<file path="src/rtl/multicycle_ctrl.sv">
// Multicycle sequencer for the MIPS-subset datapath.
// Steps the latched instruction through IF/ID/EX/MEM/WB, drives the stage
// strobes and PC write, handshakes with data memory, and traps illegal
// opcodes and memory timeouts in a sticky error state.
module multicycle_ctrl #(
    parameter int unsigned WAIT_MAX = 15,
    parameter int unsigned CNT_W    = 32
) (
    input  logic             clk,
    input  logic             rst,
    input  logic [31:0]      ins,
    input  logic             zero,
    input  logic             mem_ready,
    output logic             pc_we,
    output logic [1:0]       pc_src,
    output logic             RegDst,
    output logic             RegWrite,
    output logic             ALUSrc,
    output logic [2:0]       op,
    output logic             MemRead,
    output logic             MemWrite,
    output logic             Mem2Reg,
    output logic [2:0]       state,
    output logic             err,
    output logic [CNT_W-1:0] instr_cnt
);

    localparam int unsigned WAIT_W = 8;

    typedef enum logic [2:0] {
        S_IF  = 3'd0,
        S_ID  = 3'd1,
        S_EX  = 3'd2,
        S_MEM = 3'd3,
        S_WB  = 3'd4,
        S_ERR = 3'd7
    } state_e;

    localparam logic [5:0] OPC_R    = 6'h00;
    localparam logic [5:0] OPC_LW   = 6'h23;
    localparam logic [5:0] OPC_SW   = 6'h2b;
    localparam logic [5:0] OPC_BEQ  = 6'h04;
    localparam logic [5:0] OPC_ADDI = 6'h08;
    localparam logic [5:0] OPC_J    = 6'h02;

    state_e             state_q, state_d;
    logic [31:0]        ir_q, ir_d;
    logic [WAIT_W-1:0]  wait_q, wait_d;
    logic [CNT_W-1:0]   cnt_q, cnt_d;

    logic       is_r, is_lw, is_sw, is_beq, is_addi, is_j;
    logic       r_legal, legal, wait_last;
    logic [2:0] r_op;
    logic       unused_ir;

    // Only opcode and funct steer the sequencer; the operand fields belong to the datapath.
    assign unused_ir = ^ir_q[25:6];

    // Instruction class decode from the latched instruction
    always_comb begin
        is_r    = (ir_q[31:26] == OPC_R);
        is_lw   = (ir_q[31:26] == OPC_LW);
        is_sw   = (ir_q[31:26] == OPC_SW);
        is_beq  = (ir_q[31:26] == OPC_BEQ);
        is_addi = (ir_q[31:26] == OPC_ADDI);
        is_j    = (ir_q[31:26] == OPC_J);
        r_legal = 1'b1;
        r_op    = 3'b010;
        case (ir_q[5:0])
            6'h20:   r_op = 3'b010;
            6'h22:   r_op = 3'b110;
            6'h24:   r_op = 3'b000;
            6'h25:   r_op = 3'b001;
            6'h2a:   r_op = 3'b111;
            default: r_legal = 1'b0;
        endcase
        legal = (is_r & r_legal) | is_lw | is_sw | is_beq | is_addi | is_j;
    end

    assign wait_last = (wait_q == WAIT_W'(WAIT_MAX - 1));

    // State register
    always_ff @(posedge clk or posedge rst) begin
        if (rst) state_q <= S_IF;
        else     state_q <= state_d;
    end

    // Next-state logic
    always_comb begin
        state_d = state_q;
        case (state_q)
            S_IF:  state_d = S_ID;
            S_ID:  state_d = legal ? S_EX : S_ERR;
            S_EX: begin
                if (is_beq || is_j)     state_d = S_IF;
                else if (is_lw || is_sw) state_d = S_MEM;
                else                     state_d = S_WB;
            end
            S_MEM: begin
                if (mem_ready)      state_d = is_sw ? S_IF : S_WB;
                else if (wait_last) state_d = S_ERR;
                else                state_d = S_MEM;
            end
            S_WB:  state_d = S_IF;
            S_ERR: state_d = S_ERR;
            default: state_d = S_ERR;
        endcase
    end

    // Moore stage controls; the only input-dependent terms are the beq target and sw completion
    always_comb begin
        pc_we    = 1'b0;
        pc_src   = 2'b00;
        RegDst   = 1'b0;
        RegWrite = 1'b0;
        ALUSrc   = 1'b0;
        op       = 3'b000;
        MemRead  = 1'b0;
        MemWrite = 1'b0;
        Mem2Reg  = 1'b0;
        if (state_q == S_EX || state_q == S_MEM || state_q == S_WB) begin
            RegDst = is_r;
            ALUSrc = is_lw | is_sw | is_addi;
            if (is_r)                           op = r_op;
            else if (is_beq)                    op = 3'b110;
            else if (is_lw || is_sw || is_addi) op = 3'b010;
            else                                op = 3'b000;
        end
        case (state_q)
            S_EX: begin
                if (is_beq) begin
                    pc_we  = 1'b1;
                    pc_src = zero ? 2'b01 : 2'b00;
                end else if (is_j) begin
                    pc_we  = 1'b1;
                    pc_src = 2'b10;
                end
            end
            S_MEM: begin
                MemRead  = is_lw;
                MemWrite = is_sw;
                pc_we    = is_sw & mem_ready;
            end
            S_WB: begin
                RegWrite = 1'b1;
                pc_we    = 1'b1;
                Mem2Reg  = is_lw;
            end
            default: ;
        endcase
        state     = state_q;
        err       = (state_q == S_ERR);
        instr_cnt = cnt_q;
    end

    // Instruction latch, memory wait counter and retired-instruction counter
    always_comb begin
        ir_d   = (state_q == S_IF) ? ins : ir_q;
        wait_d = (state_q == S_MEM && !mem_ready) ? wait_q + WAIT_W'(1) : '0;
        cnt_d  = pc_we ? cnt_q + CNT_W'(1) : cnt_q;
    end

    // Datapath registers
    always_ff @(posedge clk or posedge rst) begin
        if (rst) begin
            ir_q   <= '0;
            wait_q <= '0;
            cnt_q  <= '0;
        end else begin
            ir_q   <= ir_d;
            wait_q <= wait_d;
            cnt_q  <= cnt_d;
        end
    end

endmodule

</file>
<file path="config.mk">
export PLATFORM = sky130hd
export DESIGN_NAME = multicycle_ctrl
export DESIGN_NICKNAME = d
export VERILOG_FILES = /design/src/rtl/multicycle_ctrl.sv
export SDC_FILE = /design/constraint.sdc
export NUM_CORES = 1
export LEC_CHECK = 0
export ABC_CLOCK_PERIOD_IN_PS = 3030
export CAP_MARGIN = 10
export CORE_MARGIN = 2
export CORE_UTILIZATION = 47
export DETAILED_ROUTE_END_ITERATION = 7
export GPL_ROUTABILITY_DRIVEN = 0
export PLACE_DENSITY = 0.76
export SLEW_MARGIN = 5
export SYNTH_ARGS = -nofsm -noshare
export SYNTH_HDL_FRONTEND = slang
export SYNTH_SLANG_ARGS = --single-unit
</file>
<file path="constraint.sdc">
create_clock -name clk -period 3.03 [get_ports clk]
set_clock_uncertainty 0.2 [all_clocks]
set_input_delay 0.909 -clock clk [delete_from_list [all_inputs] [get_ports clk]]
set_output_delay 0.909 -clock clk [all_outputs]
set_load 0.05 [all_outputs]
</file>
==> flow_summary.ini, run 1 <==
[floorplanning]
io_pins = 84
dieHeight_um = 82.01
placeableCoreArea_um2 = 5886
initial_core_util = 0.4860
die-width_um = 82.01
floorplan.rows = 28
floorplan.die_area_um2 = 6726

[synth]
synth.cell_area_um2 = 2860
yosysTopAreaCell = sky130_fd_sc_hd__dfrtp_1
synth-seq-cells = 55
yosysTopAreaCellShare = 0.4812
synth_edf_count = 0
synth_commonest_cells = sky130_fd_sc_hd__dfrtp_1 (55), sky130_fd_sc_hd__xor2_1 (30), sky130_fd_sc_hd__nor2_1 (25), sky130_fd_sc_hd__nand2_1 (22)
synthMostInstantiatedCell = sky130_fd_sc_hd__dfrtp_1
yosysWarnings = 0
avgSynthCellArea_um2 = 10.25
yosys-top-cells-area = sky130_fd_sc_hd__dfrtp_1 (48%), sky130_fd_sc_hd__xor2_1 (9.2%), sky130_fd_sc_hd__mux2_2 (4.7%), sky130_fd_sc_hd__nor2_1 (3.3%), sky130_fd_sc_hd__nand2_1 (2.9%)
syn_inst = 279
yosys.cell_types.count = 44
ys_seq_area_frac = 0.4812
synthArstFlopShare = 1.000
synth_fp_nets = 318
synth-main-ff-cell = sky130_fd_sc_hd__dfrtp_1

[clock_network]
clk_transition_reported_paths_ns = 0.09
clock_latency_late_sink_ns = 0.30
cts_tree = yes
ctsRootBufferMaster = sky130_fd_sc_hd__clkbuf_8
cts_made_buffers = 5
cts-root-to-sink-buffers = 2
ctsHtreeMaxLevel = 2
cts.sinks = 55

[power_and_ir_drop]
clock_power_share = 0.380
internal_power_mw = 1.002
switching_share = 0.1971
power_leakage_nw = 1.568
pwr-share-seq = 0.587
peak_supply_drop_uv = 242.6
power.share.combinational = 0.033
power.net_switching_uw = 246.1
power_per_cell_area_nw_per_um2 = 316.4

[drt]
drtPass1Iterations = 4
route.detailed.wl_per_inst_um = 15.21
antenna_violating_nets_post_route = 0
post-route-drc-count = 0
drt_iter0_markers = 122
wirelength_mm = 6.540
vias_per_cell = 5.493
dr_total_vias = 2362

[global_routing]
grt_max_degree = 42
antenna_found_initial = 0
number_of_global_route_vias_before_repair = 2423
globalRouteOverflowTotal = 0
groute.usage.overall = 0.2075
global_route_wire_length_before_repair_mm = 10.79

[layout]
antennaDiodeCount = 0
fill_cells = 477
syn2layout_area_growth_pct = 37.97
design.final.nets = 393
post-route-cell-area_um2 = 3946
final_layout_size_suffix_gt1_frac = 0.2225

[job]
max_cap_check_violation_count = 0

[sta]
achievable-frequency_ghz = 0.3371
min_cycle_time_layout_ns = 2.966
finalHoldViolations = 0
period_share = 0.9790
timing.final.max_slew_violations = 0
worstMarginPinSlew_ns = 0.5298
setup_viol_count_final = 0
fin_hold_ws_ns = 0.3035
timing.max_slew.rel_slack = 0.6438

[setup_path]
critical_path.endpoint_type = primary output
crit_path_max_fanout = 3
worst-endpoint-arrival_ns = 1.86
setup.worst_path.start_class = input port
crit_type = input port to primary output
required_time_reported_for_the_critical_path_endpoint_ns = 1.92
worst-r2r-cell-count = 5

[placed_design]
dp_hpwl_mm = 4.629
place.port_buffers = 63
placed_area_um2 = 3756

[hold_path]
whs_path_depth = 1
worst_hold_path_type = flip-flop to flip-flop

[outcome]
outcome = finished, final reports clean
[through the flow]
stage / utilization / instances / worst slack, ns / TNS [ns] / total power, mW
2_1_floorplan: - / 279 / -0.04335 / -0.04335 / 0.7607
3_3_place_gp: 0.6382 / 420 / -0.5002 / -2.093 / 0.7896
3_5_place_dp: 0.6382 / 420 / -0.5582 / -3.760 / 0.7904
4_1_cts: 0.6628 / 429 / 0.01762 / 0 / 1.258
5_1_grt: 0.6705 / 430 / -0.001842 / -0.001842 / 1.291
6_report: 0.6705 / 430 / 0.06373 / 0 / 1.248
[cells by family after synthesis]
group	after synthesis	synth area share
AND/OR/NAND/NOR	129	0.2655
AO/OA/AOI/OAI	18	0.04068
multiplexers	12	0.04724
adder cells (fa/ha/maj)	3	0.01312
flip-flops	55	0.4812
buffers and inverters	23	0.03281
XOR/XNOR	39	0.1194
[worst paths after layout]
path / from / slack, ns / to
min: instr_cnt[27]$_DFFE_PP0P_ / 0.30 / instr_cnt[27]$_DFFE_PP0P_
max: mem_ready / 0.06 / pc_we
min in group asynchronous: rst / 0.68 / ir_q[1]$_DFFE_PP0P_
min reg2reg: instr_cnt[27]$_DFFE_PP0P_ / 0.30 / instr_cnt[27]$_DFFE_PP0P_
max reg2reg: instr_cnt[9]$_DFFE_PP0P_ / 0.49 / instr_cnt[31]$_DFFE_PP0P_
max in group asynchronous: rst / 1.42 / ir_q[27]$_DFFE_PP0P_
[cell type report]
class | count | area [µm²] | area share
clock buffers | 7 | 76.32 | 0.01934
clock inverters | 1 | 30.03 | 0.007609
inverters | 10 | 45.04 | 0.01141
multi-input cells | 201 | 1509 | 0.3824
flip-flops and latches | 55 | 1383 | 0.3504
well taps | 75 | 93.84 | 0.02378
repair buffers | 81 | 809.5 | 0.2051
[metal layers]
| metal | share of wire | track usage | vias up | wire length [µm] |
|---|---|---|---|---|
| met1 | 0.42 | 0.2560 | 1162 | 2771 |
| li1 | - | - | 1132 | - |
| met4 | 0.016 | 0.06500 | 0 | 106 |
| met5 | 0 | 0 | - | 0 |
| met2 | 0.52 | 0.3724 | 57 | 3408 |
| met3 | 0.039 | 0.03077 | 11 | 254 |
[repair_timing]
item	in CTS	in global routing
gates resized for setup	11	10
endpoints found under the setup margin	3	3
setup buffers	1	1
hold endpoints to repair	0	0
pin swaps	3	2
hold buffers	0	0
[state kept, by name, summed over array words and instances (netlist names)]
signal and count:
instr_cnt 32, ir_q 12, state 3, wait_q 8
[cell usage in the layout (no fill, tap or decap), types with 6 or more instances in the layout]
cell type / Yosys / routed
sky130_fd_sc_hd__clkdlybuf4s50_1: 0 / 50
sky130_fd_sc_hd__nand2_1: 22 / 20
sky130_fd_sc_hd__mux2_2: 12 / 12
sky130_fd_sc_hd__nor3b_1: 8 / 7
sky130_fd_sc_hd__nor4_1: 9 / 7
sky130_fd_sc_hd__buf_12: 0 / 6
sky130_fd_sc_hd__inv_1: 10 / 7
sky130_fd_sc_hd__nor2_1: 25 / 22
sky130_fd_sc_hd__nand4_1: 12 / 12
sky130_fd_sc_hd__and3_1: 6 / 6
sky130_fd_sc_hd__nor3_1: 10 / 7
sky130_fd_sc_hd__xnor2_1: 9 / 9
sky130_fd_sc_hd__xor2_1: 30 / 30
sky130_fd_sc_hd__dfrtp_1: 55 / 50
sky130_fd_sc_hd__nand3_1: 11 / 11
sky130_fd_sc_hd__buf_4: 0 / 23
[power groups by stage]
stage	combinational, mW	clock, mW	sequential (mW)
2_1_floorplan	0.0127	0	0.748
3_3_place_gp	0.0417	0	0.748
3_5_place_dp	0.0425	0	0.748
4_1_cts	0.0424	0.482	0.733
5_1_grt	0.0458	0.512	0.733
6_report	0.0407	0.474	0.733
[worst max-delay path, stage by stage]
cell and delay, ns:
sky130_fd_sc_hd__buf_2 0.11, sky130_fd_sc_hd__nor4bb_4 0.21, sky130_fd_sc_hd__nand2_1 0.09, sky130_fd_sc_hd__o221a_4 0.28, sky130_fd_sc_hd__clkinvlp_4 0.11, sky130_fd_sc_hd__buf_12 0.14
(Power assumes the default switching activity.)
==> run 2: changes to the inputs <==
PLACE_DENSITY = 0.8   (was 0.76)
SETUP_SLACK_MARGIN = 0.2   (was unset)
==> flow_summary.ini, run 2 (same netlist as run 1, synthesis figures left out) <==
[sta]
setup_viol_count_final = 0
finalHoldViolations = 0
setup_repair_after_global_routing_missed_its_margin = true
achievable-frequency_ghz = 0.3402
worstMarginPinSlew_ns = 0.5109
post-route-worst-setup-slack_ns = 0.09085
min_cycle_time_layout_ns = 2.939
timing.max_slew.rel_slack = 0.6583
period_share = 0.9700
timing.final.max_slew_violations = 0

[floorplanning]
floorplan.die_area_um2 = 6726
io_pins = 84
die-width_um = 82.01
initial_core_util = 0.4860
floorplan.rows = 28
dieHeight_um = 82.01
placeableCoreArea_um2 = 5886

[global_routing]
globalRouteOverflowTotal = 0
global_route_wire_length_before_repair_mm = 11.05
number_of_global_route_vias_before_repair = 2401
antenna_found_initial = 0
groute.usage.overall = 0.2138
grt_max_degree = 29

[power_and_ir_drop]
power.share.combinational = 0.036
switching_share = 0.2216
clock_power_share = 0.346
power_leakage_nw = 1.656
peak_supply_drop_uv = 258.1
internal_power_uw = 923.6
total_power_mw = 1.187
power_per_cell_area_nw_per_um2 = 285.8
pwr-share-seq = 0.618
power.net_switching_uw = 263.0

[clock_network]
clk_transition_reported_paths_ns = 0.10
cts.sinks = 55
ctsHtreeMaxLevel = 2
cts-root-to-sink-buffers = 2
clock_latency_late_sink_ns = 0.31
cts_tree = yes
cts_made_buffers = 5
ctsRootBufferMaster = sky130_fd_sc_hd__clkbuf_8

[layout]
antennaDiodeCount = 0
syn2layout_area_growth_pct = 45.14
largest_reg_flops = 32
mostFrequentLayoutCell = sky130_fd_sc_hd__dfrtp_1
most-common-layout-cells = sky130_fd_sc_hd__dfrtp_1 (49), sky130_fd_sc_hd__clkdlybuf4s50_1 (47), sky130_fd_sc_hd__buf_4 (31)
final_layout_size_suffix_gt1_frac = 0.2818
design.final.nets = 407
fill_cells = 430
final_cells = 444

[setup_path]
setup.worst_path.start_class = flip-flop
critical_path.slowest_cell = sky130_fd_sc_hd__dfrtp_2
cp.buffers_inverters = 2
critical_path_cell_by_cell = nor4_2 > nand2_1 > o221a_4 > clkinvlp_4 > buf_12
cp_top_family = simple AND/OR/NAND/NOR gates
slowest_delay_ns = 0.46
critical_path.endpoint_type = primary output
crit_path_max_fanout = 5
crit_type = flip-flop to primary output
worst-endpoint-arrival_ns = 1.83
required_time_reported_for_the_critical_path_endpoint_ns = 1.92

[drt]
antenna_violating_nets_post_route = 0
drtPass1Iterations = 4
drt_iter0_markers = 154
vias_per_cell = 5.577
wirelength_mm = 7.008
dr_total_vias = 2476
post-route-drc-count = 0
route.detailed.wl_per_inst_um = 15.78

[hold_path]
worst_hold_path_type = flip-flop to flip-flop

[placed_design]
dp.cells = 417
place.port_buffers = 63
preCtsSetupSlack_ns = -0.3006
dp_hpwl_mm = 4.891

[job]
max_cap_check_violation_count = 0

[outcome]
outcome = finished, final reports clean
[run 2: cell types whose count changed in the layout (fill, tap and decap cells not counted), moves of 3 or more]
cell	change
sky130_fd_sc_hd__clkdlybuf4s50_1	-3
sky130_fd_sc_hd__buf_4	+8
sky130_fd_sc_hd__buf_12	+4
sky130_fd_sc_hd__nor2_1	-4
sky130_fd_sc_hd__buf_6	+3
[run 2: final timing paths]
kind,slack [ns],end,start,cells past startpoint
min in group asynchronous,0.73,instr_cnt[15]$_DFFE_PP0P_,rst,2
min,0.30,instr_cnt[31]$_DFFE_PP0P_,instr_cnt[31]$_DFFE_PP0P_,1
max in group asynchronous,1.38,ir_q[30]$_DFFE_PP0P_,rst,3
max,0.09,pc_we,ir_q[31]$_DFFE_PP0P_,5
min reg2reg,0.30,instr_cnt[31]$_DFFE_PP0P_,instr_cnt[31]$_DFFE_PP0P_,1
max reg2reg,0.33,instr_cnt[22]$_DFFE_PP0P_,ir_q[30]$_DFFE_PP0P_,13
[run 2: timing repair]
action,CTS,global route
hold buffers,0,0
setup buffers,16,3
resized for setup,12,14
endpoints found under the setup margin,7,23
pin swaps,4,4
[run 2: cell type report]
cell class                      instances  area, µm²  share of cell area
Sequential cell                        55       1384              0.3333
Multi-Input combinational cell        201       1554              0.3743
Clock inverter                          3      23.77            0.005726
Timing Repair Buffer                   95      982.2              0.2366
Clock buffer                            5      68.82             0.01658
Tap cell                               75      93.84             0.02260
Inverter                               10      45.04             0.01085
[run 2: power by group through the flow]
stage          combinational, mW  sequential (mW)  clock [mW]
2_1_floorplan             0.0131            0.748           0
3_3_place_gp              0.0431            0.748           0
3_5_place_dp              0.0429            0.748           0
4_1_cts                   0.0427            0.733       0.425
5_1_grt                   0.0472            0.734       0.451
6_report                  0.0426            0.733       0.411
[run 2: per-stage QoR]
| step | hold WS, ns | setup TNS, ns | utilization | instance area (µm²) |
|---|---|---|---|---|
| after floorplan | 0.2755 | 0 | - | 2995 |
| after global placement | 0.2777 | -0.2887 | 0.6533 | 3845 |
| after detailed placement | 0.2888 | -0.4356 | 0.6533 | 3845 |
| after CTS | 0.3050 | 0 | 0.6930 | 4079 |
| after global routing | 0.3335 | 0 | 0.7054 | 4151 |
| final | 0.2987 | 0 | 0.7054 | 4151 |
[run 2: routing by layer]
layer | track usage | vias up | part of all wire
met2 | 0.3276 | 81 | 0.49
met5 | 0 | - | 0
met3 | 0.03297 | 13 | 0.058
li1 | - | 1162 | -
met4 | 0.08333 | 0 | 0.017
met1 | 0.3047 | 1220 | 0.44
